===== config.mk =====
export PLATFORM = sky130hd
export DESIGN_NAME = dma_int_status_ctrl
export DESIGN_NICKNAME = d
export VERILOG_FILES = /design/src/rtl/dma_int_status_ctrl_pkg.sv /design/src/rtl/dma_int_status_ctrl.sv
export SDC_FILE = /design/constraint.sdc
export NUM_CORES = 1
export LEC_CHECK = 0
export ABC_AREA = 1
export BUFFER_PORTS_ARGS = -buffer_cell sky130_fd_sc_hd__clkbuf_2
export CAP_MARGIN = 20
export CORE_MARGIN = 2
export CORE_UTILIZATION = 35
export DETAILED_ROUTE_END_ITERATION = 8
export PLACE_DENSITY_LB_ADDON = 0.05
export SLEW_MARGIN = 40
export SYNTH_ARGS = -nofsm -noshare
export SYNTH_HDL_FRONTEND = slang
export SYNTH_SLANG_ARGS = --single-unit

===== constraint.sdc =====
create_clock -name clock -period 3.75 [get_ports clock]
set_clock_uncertainty 0.05 [all_clocks]
set_input_delay 0.1875 -clock clock [delete_from_list [all_inputs] [get_ports clock]]
set_output_delay 0.1875 -clock clock [all_outputs]
set_load 0.05 [all_outputs]

===== src/rtl/dma_int_status_ctrl_pkg.sv =====
// Shared definitions for the DMA interrupt-status controller: FSM encoding,
// event bit positions and FIFO entry field offsets.
package dma_int_status_ctrl_pkg;

  typedef enum logic [1:0] {
    StIdle    = 2'd0,
    StFetch   = 2'd1,
    StCapture = 2'd2,
    StActive  = 2'd3
  } state_e;

  localparam int unsigned NumEvt     = 4;
  localparam int unsigned EvtOpDone  = 0;
  localparam int unsigned EvtRdErr   = 1;
  localparam int unsigned EvtWrErr   = 2;
  localparam int unsigned EvtInvDesc = 3;

  // Descriptor number occupies the low bits; event bits sit directly above it.
  function automatic int unsigned desc_lsb(int unsigned desc_w);
    desc_lsb = 0;
  endfunction

  function automatic int unsigned evt_lsb(int unsigned desc_w);
    evt_lsb = desc_w;
  endfunction

endpackage


===== src/rtl/dma_int_status_ctrl.sv =====
// Pops DMA interrupt events from the event FIFO, latches them as software-visible
// status, drives a registered irq, and tracks sticky ECC status and a serviced count.
module dma_int_status_ctrl
  import dma_int_status_ctrl_pkg::*;
#(
  parameter int unsigned DESC_NUM_WIDTH = 5,
  parameter int unsigned CNT_WIDTH      = 8,
  localparam int unsigned FIFO_WIDTH    = DESC_NUM_WIDTH + 4
) (
  input  logic                      clock,
  input  logic                      resetn,
  input  logic                      fifo_empty_i,
  input  logic [FIFO_WIDTH-1:0]     fifo_rd_data_i,
  output logic                      fifo_rd_en_o,
  input  logic                      ecc_sb_err_i,
  input  logic                      ecc_db_err_i,
  input  logic [NumEvt-1:0]         int_mask_i,
  input  logic                      int_clr_i,
  input  logic                      ecc_clr_i,
  input  logic                      cnt_clr_i,
  output logic                      int_valid_o,
  output logic [NumEvt-1:0]         int_status_o,
  output logic [DESC_NUM_WIDTH-1:0] int_desc_num_o,
  output logic [1:0]                ecc_status_o,
  output logic [CNT_WIDTH-1:0]      int_count_o,
  output logic                      irq_o
);

  localparam int unsigned DescLsb = desc_lsb(DESC_NUM_WIDTH);
  localparam int unsigned EvtLsb  = evt_lsb(DESC_NUM_WIDTH);

  state_e                    state_q, state_d;
  logic                      int_valid_q, int_valid_d;
  logic [NumEvt-1:0]         int_status_q, int_status_d;
  logic [DESC_NUM_WIDTH-1:0] int_desc_q, int_desc_d;
  logic [1:0]                ecc_q, ecc_d;
  logic [CNT_WIDTH-1:0]      cnt_q, cnt_d;
  logic                      irq_q, irq_d;
  logic                      cnt_inc;

  logic [NumEvt-1:0]         rd_evt;
  logic [DESC_NUM_WIDTH-1:0] rd_desc;

  assign rd_evt  = fifo_rd_data_i[EvtLsb +: NumEvt];
  assign rd_desc = fifo_rd_data_i[DescLsb +: DESC_NUM_WIDTH];

  always_comb begin
    state_d      = state_q;
    int_valid_d  = int_valid_q;
    int_status_d = int_status_q;
    int_desc_d   = int_desc_q;
    fifo_rd_en_o = 1'b0;
    cnt_inc      = 1'b0;
    unique case (state_q)
      StIdle: begin
        if (!fifo_empty_i) state_d = StFetch;
      end
      // Synchronous-read RAM needs one cycle before the head entry is valid.
      StFetch: begin
        state_d = StCapture;
      end
      StCapture: begin
        fifo_rd_en_o = 1'b1;
        if (|(rd_evt & ~int_mask_i)) begin
          int_valid_d  = 1'b1;
          int_status_d = rd_evt;
          int_desc_d   = rd_desc;
          cnt_inc      = 1'b1;
          state_d      = StActive;
        end else begin
          state_d = StIdle;
        end
      end
      StActive: begin
        if (int_clr_i) begin
          int_valid_d  = 1'b0;
          int_status_d = '0;
          state_d      = StIdle;
        end
      end
      default: state_d = StIdle;
    endcase
  end

  always_comb begin
    cnt_d = cnt_q;
    if (cnt_clr_i) begin
      cnt_d = '0;
    end else if (cnt_inc && (cnt_q != {CNT_WIDTH{1'b1}})) begin
      cnt_d = cnt_q + 1'b1;
    end
  end

  // A new error pulse wins over a clear in the same cycle.
  assign ecc_d = (ecc_clr_i ? 2'b00 : ecc_q) | {ecc_db_err_i, ecc_sb_err_i};

  assign irq_d = (int_valid_q & |(int_status_q & ~int_mask_i)) | ecc_q[1];

  always_ff @(posedge clock or negedge resetn) begin
    if (!resetn) begin
      state_q      <= StIdle;
      int_valid_q  <= 1'b0;
      int_status_q <= '0;
      int_desc_q   <= '0;
      ecc_q        <= '0;
      cnt_q        <= '0;
      irq_q        <= 1'b0;
    end else begin
      state_q      <= state_d;
      int_valid_q  <= int_valid_d;
      int_status_q <= int_status_d;
      int_desc_q   <= int_desc_d;
      ecc_q        <= ecc_d;
      cnt_q        <= cnt_d;
      irq_q        <= irq_d;
    end
  end

  assign int_valid_o    = int_valid_q;
  assign int_status_o   = int_status_q;
  assign int_desc_num_o = int_desc_q;
  assign ecc_status_o   = ecc_q;
  assign int_count_o    = cnt_q;
  assign irq_o          = irq_q;

endmodule


==> metrics.cfg <==
[synth]
yosysUniqueCellTypes=25
synth_area_um2=1200
seq_area_frac_synth_pct=48.0
yosys_register_bits=23
syn_area_per_cell_um2=7.89
yosysWarningCount=0
synth_fp_nets=174
syn_inst=152

[status]
status=finished, final reports clean

[worst_setup_path]
rr_endpoint=int_count_o[4]
worstPathArrival_ns=1.72
critPathTopFamily=simple AND/OR/NAND/NOR gates
ff2ff_path_depth=8
cp_slowest_cell=dfrtp_1
worst-path-stages=8
reg2reg_from=int_count_o[0]
cp_data_required_time_ns=3.96
startpoint_type=flop
crit_type=reg -> reg
crit_path_end=int_count_o[4]
crit_buf_inv=1
max_stage_delay_ns=0.44
cp_cell_sequence=ha_1, nand2_1, inv_1, nand3_2, nand3_2, nand2_4, nand2_1, nand2_1
cpMostUsedCell=nand2_1
critPathLaunch=int_count_o[0]
endpoint_kind=flop
cp_max_fo=9
r2r_slack_ns=2.24

[placed_design]
dp_hpwl_um=1910
place_area_um2=1450
port_buffers=42
gp_congestion=0.741

[sta]
worst_pin_slew_ns=0.579
holdWs_ns=0.0132
fin_crit_ns=1.51
finalHoldViolCount=0
fmax_mhz=664
rsz0062_at_grt=false
slew_headroom_pct=61.4
slew_violations=0
timing.final.crit_share_pct=40.2
tns_ns=0
finalSetupViolCount=0

[cts]
clkLatencyLatePin_ns=0.31
cts_setup_buffers=0
cts_tree=done
clock_path_buffers=2
root_buffer=clkbuf_4
clock_sinks=23
cts.reportedPaths.clkPinSlew_ns=0.13
h-tree-depth=1
cts_inserted_buffers=3

[grt]
grt_usage_pct=14.8
grt_util_met2_pct=22.2
grt.met1_usage_pct=20.4
grt_first_pass_wirelength_um=4590
met3_usage_pct=2.88
antenna_found_initial=0
grt_pass1_vias=1032
overflow=0
grt_max_degree=24
top_usage_layer=met2

[route]
viasPerCell=4.56
drc=0
drt-total-wl_um=2630
drt_iter0_drc=45
wl_per_cell_um=10.6
via_count=1131
ant_nets=0
drt_first_pass_iters=4

[floorplan]
ios=43
die_w_um=62.6
core-area_um2=3310
dieArea_um2=3910
initial_core_util_pct=36.2
rows=21
die_y_um=62.6

[finish]
layout.nets=225
seq_area_um2=576
layout_commonest_cell=nand2_1
fin_util_pct=46.4
antenna_cells=0
syn_to_final_growth_pct=28.2
most-common-layout-cells=nand2_1 (53), clkbuf_2 (42), dfrtp_1 (23)
nFillCells=356
multiInputGateArea_um2=526
stdcell_area_um2=1540
drive_gt1_share_pct=27.7

[flow_run]
drv_cap=0

[hold_path]
hp-class=in -> reg

[power_and_ir_drop]
p_total_uw=992
vdd_ir_drop_max_mv=0.257
power_density_nw_per_um2=645
total_leakage_power_uw=0.000861

[worst min-delay path: cells and delay by family]
kind,cells,cell delay [ns]
buffers and inverters,1,0.08
and+or+nand+nor,2,0.09
[repair_timing]
item,CTS,global route
gates resized for setup,0,0
endpoints found under the hold margin,26,2
hold buffers,4,2
[where the power goes]
group | internal [uW] | switching, uW | total, uW
Combinational | 121 | 385 | 505
Clock | 41.5 | 73.7 | 115
Sequential | 318 | 53.7 | 371
Total | 480 | 512 | 992
[worst min path at each step]
stage | cells past startpoint | from | slack [ns] | endpoint
floorplan | 0 | resetn | -0.16 | ecc_status_o[0]
global placement | 1 | resetn | 0.18 | irq_o
detailed placement | 1 | resetn | 0.18 | irq_o
CTS | 3 | fifo_rd_data_i[1] | 0.00006 | int_desc_num_o[1]
global route | 3 | fifo_rd_data_i[1] | 0.01 | int_desc_num_o[1]
finish | 3 | fifo_rd_data_i[1] | 0.01 | int_desc_num_o[1]
[sequential cells by signal, summed over array words and instances (netlist names)]
| signal | count |
|---|---|
| int_count_o | 8 |
| ecc_status_o | 2 |
| int_desc_num_o | 5 |
| int_status_o | 4 |
| int_valid_o | 1 |
| irq_o | 1 |
| state_q | 2 |
[metrics by stage]
stage                     instances  worst slack, ns
after floorplan                 152             2.06
after global placement          238             2.31
after detailed placement        238             2.26
after CTS                       246             2.23
after global routing            248             2.10
final                           248             2.24
[layout make-up]
type                       instances  area share (%)
sequential                        23            37.4
multi-input combinational        105            34.2
timing repair buffer              48            17.6
inverter                          22            5.37
tap                               46            3.74
clock buffer                       4            1.71
[routing by layer]
layer / routed length [um] / share of wire (%)
met1: 1270 / 48
met2: 1190 / 45
met3: 117 / 4.5
met4: 51 / 1.9
met5: 0 / 0
[cells by family after synthesis]
group	after synthesis	share of synthesized area, %
buffers and inverters	24	8.24
AO/OA/AOI/OAI	13	6.57
AND/OR/NAND/NOR	90	35.5
flip-flops	23	48.0
adder cells (fa/ha/maj)	1	1.04
XOR/XNOR	1	0.730
[cells in the mapped netlist]
cell / count / area, um2
nor2_8: 1 / 20.0
inv_1: 20 / 75.1
o21bai_1: 3 / 22.5
inv_2: 2 / 7.51
nor2_1: 9 / 33.8
nand3b_1: 1 / 7.51
xor2_1: 1 / 8.76
nor2_4: 2 / 22.5
nand2_1: 53 / 199
ha_1: 1 / 12.5
a21oi_1: 1 / 5.00
buf_2: 1 / 5.00
buf_6: 1 / 11.3
nand2_4: 1 / 11.3
nand2_2: 2 / 12.5
o22ai_1: 2 / 12.5
nand4_1: 2 / 12.5
o21ai_1: 1 / 5.00
dfrtp_1: 23 / 576
o21ai_0: 5 / 25.0
nor3_1: 1 / 5.00
o311ai_0: 1 / 8.76
nor2_2: 1 / 6.26
nand3_1: 15 / 75.1
nand3_2: 2 / 20.0
(Power assumes the default switching activity.)
